===== src/rtl/lidar_serial_motor_io.sv =====
// -----------------------------------------------------------------------------
// lidar_serial_motor_io
//
// Physical-layer I/O for the RPLIDAR link: an 8N1 UART receiver, an 8N1 UART
// transmitter and a fixed-frequency motor PWM generator. All three share one
// clock and one reset. The block sits between the board pins and the
// command/packet parsing logic.
//
// Ports
//   clk         in   1  system clock, rising edge
//   reset       in   1  asynchronous, active-high reset
//   rx_serial   in   1  UART line from the lidar (asynchronous, idles high)
//   rx_data     out  8  last good received byte
//   rx_valid    out  1  one-cycle pulse, rx_data holds a new byte
//   rx_error    out  1  one-cycle pulse, framing error (stop bit low)
//   tx_data     in   8  byte to send, sampled together with tx_start
//   tx_start    in   1  send request, accepted only while tx_busy is low
//   tx_serial   out  1  UART line to the lidar (idles high)
//   tx_busy     out  1  high while a frame is on the line
//   pwm_en      in   1  low holds the PWM counter at 0 and forces pwm_out low
//   duty_cycle  in   8  PWM duty in 1/256 steps
//   pwm_out     out  1  registered motor PWM
// -----------------------------------------------------------------------------
module lidar_serial_motor_io #(
   parameter int CLK_FREQ  = 100_000_000,
   parameter int BAUD_RATE = 115200,
   parameter int PWM_FREQ  = 20000
) (
   input  logic       clk,
   input  logic       reset,
   input  logic       rx_serial,
   output logic [7:0] rx_data,
   output logic       rx_valid,
   output logic       rx_error,
   input  logic [7:0] tx_data,
   input  logic       tx_start,
   output logic       tx_serial,
   output logic       tx_busy,
   input  logic       pwm_en,
   input  logic [7:0] duty_cycle,
   output logic       pwm_out
);

   localparam int CLKS_PER_BIT = CLK_FREQ / BAUD_RATE;
   localparam int BAUD_CNT_W   = $clog2(CLKS_PER_BIT);
   localparam int PERIOD       = CLK_FREQ / PWM_FREQ;
   localparam int PWM_CNT_W    = $clog2(PERIOD);
   localparam int PROD_W       = PWM_CNT_W + 8;

   localparam logic [BAUD_CNT_W-1:0] BIT_LAST  = BAUD_CNT_W'(CLKS_PER_BIT - 1);
   localparam logic [BAUD_CNT_W-1:0] HALF_LAST = BAUD_CNT_W'(CLKS_PER_BIT / 2 - 1);
   localparam logic [PWM_CNT_W-1:0]  PWM_LAST  = PWM_CNT_W'(PERIOD - 1);

   // ---------------------------------------------------------------------------
   // UART receiver
   // ---------------------------------------------------------------------------
   typedef enum logic [2:0] {
      RX_IDLE,
      RX_START,
      RX_DATA,
      RX_STOP,
      RX_WAIT_HIGH
   } rx_state_t;

   rx_state_t                rx_state, rx_state_nxt;
   logic                     rx_meta, rx_sync, rx_prev;
   logic [BAUD_CNT_W-1:0]    rx_cnt;
   logic [2:0]               rx_bit_idx;
   logic [7:0]               rx_shift;
   logic                     rx_half_done, rx_bit_done;

   // Two-flop synchroniser plus one delayed copy for falling-edge detection.
   // The line idles high, so all three come out of reset high.
   // NOTE: clocked state uses non-blocking assignments so every flop samples
   // the pre-edge value of its neighbours; blocking here would collapse the
   // synchroniser chain into a single flop.
   always_ff @(posedge clk or posedge reset) begin
      if (reset) begin
         rx_meta <= 1'b1;
         rx_sync <= 1'b1;
         rx_prev <= 1'b1;
      end else begin
         rx_meta <= rx_serial;
         rx_sync <= rx_meta;
         rx_prev <= rx_sync;
      end
   end

   assign rx_half_done = (rx_cnt == HALF_LAST);
   assign rx_bit_done  = (rx_cnt == BIT_LAST);

   always_ff @(posedge clk or posedge reset) begin
      if (reset) rx_state <= RX_IDLE;
      else       rx_state <= rx_state_nxt;
   end

   // NOTE: the next-state value is given a default before the case so that
   // every path assigns it; a missing branch would otherwise infer a latch.
   always_comb begin
      rx_state_nxt = rx_state;
      case (rx_state)
         RX_IDLE:      if (rx_prev && !rx_sync) rx_state_nxt = RX_START;
         // Half a bit after the edge the line must still be low, else glitch.
         RX_START:     if (rx_half_done) rx_state_nxt = rx_sync ? RX_IDLE : RX_DATA;
         RX_DATA:      if (rx_bit_done && rx_bit_idx == 3'd7) rx_state_nxt = RX_STOP;
         RX_STOP:      if (rx_bit_done) rx_state_nxt = rx_sync ? RX_IDLE : RX_WAIT_HIGH;
         RX_WAIT_HIGH: if (rx_sync) rx_state_nxt = RX_IDLE;
         default:      rx_state_nxt = RX_IDLE;
      endcase
   end

   // Bit timer restarts on every state change and after each data sample, so
   // every sample after the start check lands one full bit later (mid-bit).
   always_ff @(posedge clk or posedge reset) begin
      if (reset) begin
         rx_cnt     <= '0;
         rx_bit_idx <= '0;
         rx_shift   <= '0;
         rx_data    <= '0;
         rx_valid   <= 1'b0;
         rx_error   <= 1'b0;
      end else begin
         rx_valid <= 1'b0;
         rx_error <= 1'b0;

         if (rx_state == RX_IDLE || rx_state == RX_WAIT_HIGH ||
             rx_state_nxt != rx_state || rx_bit_done)
            rx_cnt <= '0;
         else
            rx_cnt <= rx_cnt + 1'b1;

         if (rx_state == RX_START)
            rx_bit_idx <= '0;

         if (rx_state == RX_DATA && rx_bit_done) begin
            rx_shift   <= {rx_sync, rx_shift[7:1]};
            rx_bit_idx <= rx_bit_idx + 1'b1;
         end

         if (rx_state == RX_STOP && rx_bit_done) begin
            if (rx_sync) begin
               rx_data  <= rx_shift;
               rx_valid <= 1'b1;
            end else begin
               rx_error <= 1'b1;
            end
         end
      end
   end

   // ---------------------------------------------------------------------------
   // UART transmitter
   // ---------------------------------------------------------------------------
   typedef enum logic [1:0] {
      TX_IDLE,
      TX_START,
      TX_DATA,
      TX_STOP
   } tx_state_t;

   tx_state_t             tx_state, tx_state_nxt;
   logic [BAUD_CNT_W-1:0] tx_cnt;
   logic [2:0]            tx_bit_idx;
   logic [7:0]            tx_shift;
   logic                  tx_bit_done;

   assign tx_bit_done = (tx_cnt == BIT_LAST);

   always_ff @(posedge clk or posedge reset) begin
      if (reset) tx_state <= TX_IDLE;
      else       tx_state <= tx_state_nxt;
   end

   always_comb begin
      tx_state_nxt = tx_state;
      case (tx_state)
         TX_IDLE:  if (tx_start) tx_state_nxt = TX_START;
         TX_START: if (tx_bit_done) tx_state_nxt = TX_DATA;
         TX_DATA:  if (tx_bit_done && tx_bit_idx == 3'd7) tx_state_nxt = TX_STOP;
         TX_STOP:  if (tx_bit_done) tx_state_nxt = TX_IDLE;
         default:  tx_state_nxt = TX_IDLE;
      endcase
   end

   always_ff @(posedge clk or posedge reset) begin
      if (reset) begin
         tx_cnt     <= '0;
         tx_bit_idx <= '0;
         tx_shift   <= '0;
      end else if (tx_state == TX_IDLE) begin
         tx_cnt     <= '0;
         tx_bit_idx <= '0;
         if (tx_start) tx_shift <= tx_data;
      end else begin
         tx_cnt <= tx_bit_done ? '0 : tx_cnt + 1'b1;
         if (tx_state == TX_DATA && tx_bit_done)
            tx_bit_idx <= tx_bit_idx + 1'b1;
      end
   end

   // Line level is a pure decode of registered state, so it changes exactly on
   // the state/bit-index edges and returns high at once on reset.
   always_comb begin
      tx_serial = 1'b1;
      case (tx_state)
         TX_START: tx_serial = 1'b0;
         TX_DATA:  tx_serial = tx_shift[tx_bit_idx];
         default:  tx_serial = 1'b1;
      endcase
   end

   assign tx_busy = (tx_state != TX_IDLE);

   // ---------------------------------------------------------------------------
   // Motor PWM
   // ---------------------------------------------------------------------------
   logic [PWM_CNT_W-1:0] pwm_cnt;
   logic [PWM_CNT_W-1:0] pwm_thresh;
   logic [PWM_CNT_W-1:0] thresh_new;
   logic [PWM_CNT_W-1:0] thresh_eff;
   logic [PROD_W-1:0]    duty_prod;

   // Full-width product first, then drop the 1/256 scaling.
   assign duty_prod  = PROD_W'(duty_cycle) * PROD_W'(PERIOD);
   assign thresh_new = PWM_CNT_W'(duty_prod >> 8);

   // At count 0 the freshly latched threshold already governs the compare,
   // so a period never mixes the old and new duty.
   assign thresh_eff = (pwm_cnt == '0) ? thresh_new : pwm_thresh;

   always_ff @(posedge clk or posedge reset) begin
      if (reset) begin
         pwm_cnt    <= '0;
         pwm_thresh <= '0;
         pwm_out    <= 1'b0;
      end else if (!pwm_en) begin
         pwm_cnt <= '0;
         pwm_out <= 1'b0;
      end else begin
         if (pwm_cnt == '0) pwm_thresh <= thresh_new;
         pwm_out <= (pwm_cnt < thresh_eff);
         pwm_cnt <= (pwm_cnt == PWM_LAST) ? '0 : pwm_cnt + 1'b1;
      end
   end

endmodule


===== config.mk =====
export PLATFORM = sky130hd
export DESIGN_NAME = lidar_serial_motor_io
export DESIGN_NICKNAME = d
export VERILOG_FILES = /design/src/rtl/lidar_serial_motor_io.sv
export SDC_FILE = /design/constraint.sdc
export NUM_CORES = 1
export LEC_CHECK = 0
export BUFFER_PORTS_ARGS = -buffer_cell sky130_fd_sc_hd__clkbuf_2
export CORE_MARGIN = 2
export CORE_UTILIZATION = 50
export CTS_CLUSTER_DIAMETER = 200
export DETAILED_ROUTE_END_ITERATION = 6
export HOLD_SLACK_MARGIN = 0.03
export PLACE_DENSITY = 0.68
export SLEW_MARGIN = 20
export SYNTH_ARGS = -nofsm -noshare
export SYNTH_HDL_FRONTEND = slang
export SYNTH_SLANG_ARGS = --single-unit

===== constraint.sdc =====
create_clock -name clk -period 7.3 [get_ports clk]
set_input_delay 1.46 -clock clk [delete_from_list [all_inputs] [get_ports clk]]
set_output_delay 1.46 -clock clk [all_outputs]
set_load 0.01 [all_outputs]

==> results.py <==
metrics = {
    "global_routing": {
        "grt_max_degree": 88,
        "grtUsageTotal_pct": 18.6,
        "grt_first_pass_wirelength_um": 17600,
        "antenna_found_initial": 0,
        "grt_remaining_overflow": 0,
        "grt_pass1_vias": 3913,
    },
    "floorplan": {
        "io_pins": 34,
        "die_h_um": 109,
        "floorplan.initialDensity_pct": 51.2,
        "dieArea_um2": 12000,
        "die-width_um": 109,
        "fp-row-count": 38,
        "core_um2": 10800,
    },
    "power_and_ir_drop": {
        "power_per_cell_area_nw_per_um2": 268,
        "p_leak_nw": 3.06,
        "ir_drop_mv": 0.133,
    },
    "clocking": {
        "cts_max_level": 3,
        "cts_setup_buffers": 0,
        "post_cts_resized": 0,
        "cts_sinks": 87,
        "clockBufferDepth": 2,
        "cts_tree": "done",
        "clk_latency_ps": 360,
        "ctsHoldBuffers": 0,
        "clk_pin_slew_worst_paths_ps": 90,
        "numCtsBuffers": 9,
        "root_buffer": "clkbuf_8",
    },
    "yosys": {
        "synth_seq_cells": 87,
        "avgSynthCellArea_um2": 10.6,
        "syn_area_um2": 5550,
        "ys_seq_area_share_pct": 39.3,
        "synthDistinctLibCells": 63,
        "synth_enable_flop_cells": 0,
        "syn_inst": 525,
        "synth_flop_cell": "dfrtp_1",
        "syn_nets": 621,
        "async_flop_share_pct": 100,
        "yosysWarnings": 0,
    },
    "final_layout": {
        "layout.nets": 655,
        "syn_to_final_growth_pct": 9.44,
        "num_antenna_cells": 0,
        "layout-drive-gt1-share_pct": 17.7,
        "final_util_pct": 56.1,
    },
    "routing": {
        "drt-total-wl_um": 9770,
        "ant_nets": 0,
        "first_pass_iters": 4,
        "dr.first_iter.drc_count": 116,
        "wl_per_cell_um": 13.9,
        "remaining_drc_errors": 0,
        "vias": 3757,
        "vias_per_cell": 5.34,
    },
    "timing": {
        "skew_ps": 10.2,
        "slew_violations": 0,
        "hold_violations": 0,
        "achievable-frequency_mhz": 166,
        "rsz0062_at_grt": "false",
        "fin_crit_sh_pct": 82.3,
        "setup_violations": 0,
        "fin_setup_tns_ps": 0,
        "tightest_slew_ps": 768,
        "relSlewSlack_pct": 48.8,
        "min_period_ps": 6010,
    },
    "placement": {
        "place_congestion": 0.796,
        "io_buffers": 33,
        "hpwl_um": 7320,
    },
    "critical_path": {
        "end_kind": "flop",
        "critPathKind": "input port to flop",
        "cp.required_ps": 7590,
        "worst_setup_path_start_kind": "input port",
        "path_max_fanout": 5,
        "crit_arrival_ps": 6300,
        "r2r_setup_slack_ps": 4090,
    },
    "min_path": {
        "hold_class": "flop to flop",
    },
    "job": {
        "drv_cap": 0,
    },
    "outcome": {
        "run_status": "completed",
    },
}
==> synth_stat cells (3+ instances only) <==
| master | instances | area share (%) |
|---|---|---|
| o2bb2ai_1 | 3 | 0.47 |
| mux2i_1 | 7 | 1.3 |
| o21a_1 | 4 | 0.54 |
| ha_1 | 63 | 14 |
| and3_1 | 5 | 0.56 |
| nand2_1 | 50 | 3.4 |
| o21bai_1 | 3 | 0.41 |
| and4_1 | 6 | 0.95 |
| dfrtp_1 | 84 | 38 |
| a21o_1 | 3 | 0.41 |
| dfstp_2 | 3 | 1.4 |
| nor2_1 | 51 | 3.4 |
| buf_2 | 6 | 0.54 |
| mux2_4 | 8 | 2.2 |
| and2_1 | 3 | 0.34 |
| a211o_1 | 3 | 0.47 |
| a211oi_1 | 7 | 0.95 |
| mux2_2 | 20 | 4.1 |
| xor2_1 | 22 | 3.5 |
| nand4_1 | 9 | 1.0 |
| fa_1 | 12 | 4.3 |
| o21ai_0 | 13 | 1.2 |
| a21oi_1 | 24 | 2.2 |
| inv_1 | 41 | 2.8 |
| nor2b_1 | 3 | 0.34 |
| nand3_1 | 16 | 1.4 |
| xnor2_1 | 11 | 1.7 |
==> state kept, by name, indices dropped and copies added (netlist names), 2 cells and up <==
signal and flops:
pwm_thresh 13, tx_bit_idx 3, rx_cnt 10, tx_cnt 10, tx_state 2, rx_state 3, rx_shift 8, tx_shift 8
pwm_cnt 13, rx_data 8, rx_bit_idx 3
==> through the flow <==
stage	instance area, µm²	std cells	total power [W]	hold WS [ps]	worst slack, ps
6_report	6080	704	0.00163	361	1290
5_1_grt	6080	704	0.00177	369	920
4_1_cts	6070	704	0.00165	363	1350
3_5_place_dp	5830	688	0.00122	349	980
3_3_place_gp	5830	688	0.00120	346	1210
2_1_floorplan	5550	525	0.00109	345	1640
==> worst paths after layout <==
| check | endpoint | start | cells past startpoint |
|---|---|---|---|
| min reg2reg | rx_sync | rx_meta | 0 |
| max reg2reg | pwm_out | pwm_cnt[0] | 11 |
| max | pwm_out | duty_cycle[2] | 18 |
| max in group asynchronous | rx_shift[0] | reset | 3 |
| min in group asynchronous | tx_shift[7] | reset | 3 |
| min | rx_sync | rx_meta | 0 |
==> critical path: stages <==
cell and delay [ps]:
clkbuf_2 140, ha_1 300, ha_1 280, inv_1 50, fa_1 490, fa_1 600, inv_1 60, ha_1 300
a211oi_1 230, o21bai_1 130, o21ai_0 500, a211oi_1 160, a211oi_1 260, ha_1 290, and4_1 190, a2111oi_0 540
o21ai_0 190, o21ai_1 110
==> cell usage in the layout, fill, tap and decap left out, types with 3 or more instances in the layout <==
cell type | Yosys | routed
nor2b_1 | 3 | 3
a21o_1 | 3 | 3
nor2_1 | 51 | 51
bufinv_16 | 0 | 3
dfrtp_1 | 84 | 84
o21a_1 | 4 | 4
nand3_1 | 16 | 16
xnor2_1 | 11 | 11
o2bb2ai_1 | 3 | 3
clkbuf_2 | 0 | 33
and4_1 | 6 | 6
nand4_1 | 9 | 9
and3_1 | 5 | 5
mux2i_1 | 7 | 7
mux2_2 | 20 | 20
a211o_1 | 3 | 3
and2_1 | 3 | 3
a211oi_1 | 7 | 7
xor2_1 | 22 | 22
nand2_1 | 50 | 50
clkbuf_8 | 0 | 9
ha_1 | 63 | 63
mux2_4 | 8 | 8
fa_1 | 12 | 12
dfstp_2 | 3 | 3
a21oi_1 | 24 | 24
inv_1 | 41 | 40
o21bai_1 | 3 | 3
o21ai_0 | 13 | 13
==> power by group <==
group / leakage, nW / internal, W / total, W / switching (W)
Clock: 0.126 / 0.000232 / 0.000415 / 0.000184
Combinational: 1.80 / 0.000262 / 0.000572 / 0.000310
Sequential: 1.14 / 0.000571 / 0.000640 / 0.0000688
Total: 3.06 / 0.00106 / 0.00163 / 0.000563
==> layout make-up <==
type                    count  area, µm²
repair buffers             35        184
fillers                   979       4760
inverters                  41        155
multi-input cells         385       3140
clock buffers               9        124
well taps                 140        175
clock inverters             7        124
flip-flops and latches     87       2180
==> kinds of logic (layout without fill, tap and decap cells) <==
| family | Yosys count | in the layout | share of synthesized area (%) |
|---|---|---|---|
| simple gates | 166 | 166 | 15.7 |
| flops | 87 | 87 | 39.3 |
| fa+ha+maj | 75 | 75 | 18.5 |
| compound gates | 73 | 73 | 8.49 |
| buf+inv | 53 | 92 | 4.28 |
| mux | 38 | 38 | 8.49 |
| xor+xnor | 33 | 33 | 5.20 |
==> routing by layer <==
layer / global-route usage, % / vias to the layer above / part of all wire [%]
li1: - / 1888 / -
met1: 24.6 / 1810 / 48
met2: 30.8 / 49 / 48
met3: 4.39 / 10 / 3.1
met4: 4.61 / 0 / 1.1
met5: 0 / - / 0
Note: power is estimated with default switching activity, not from simulation.
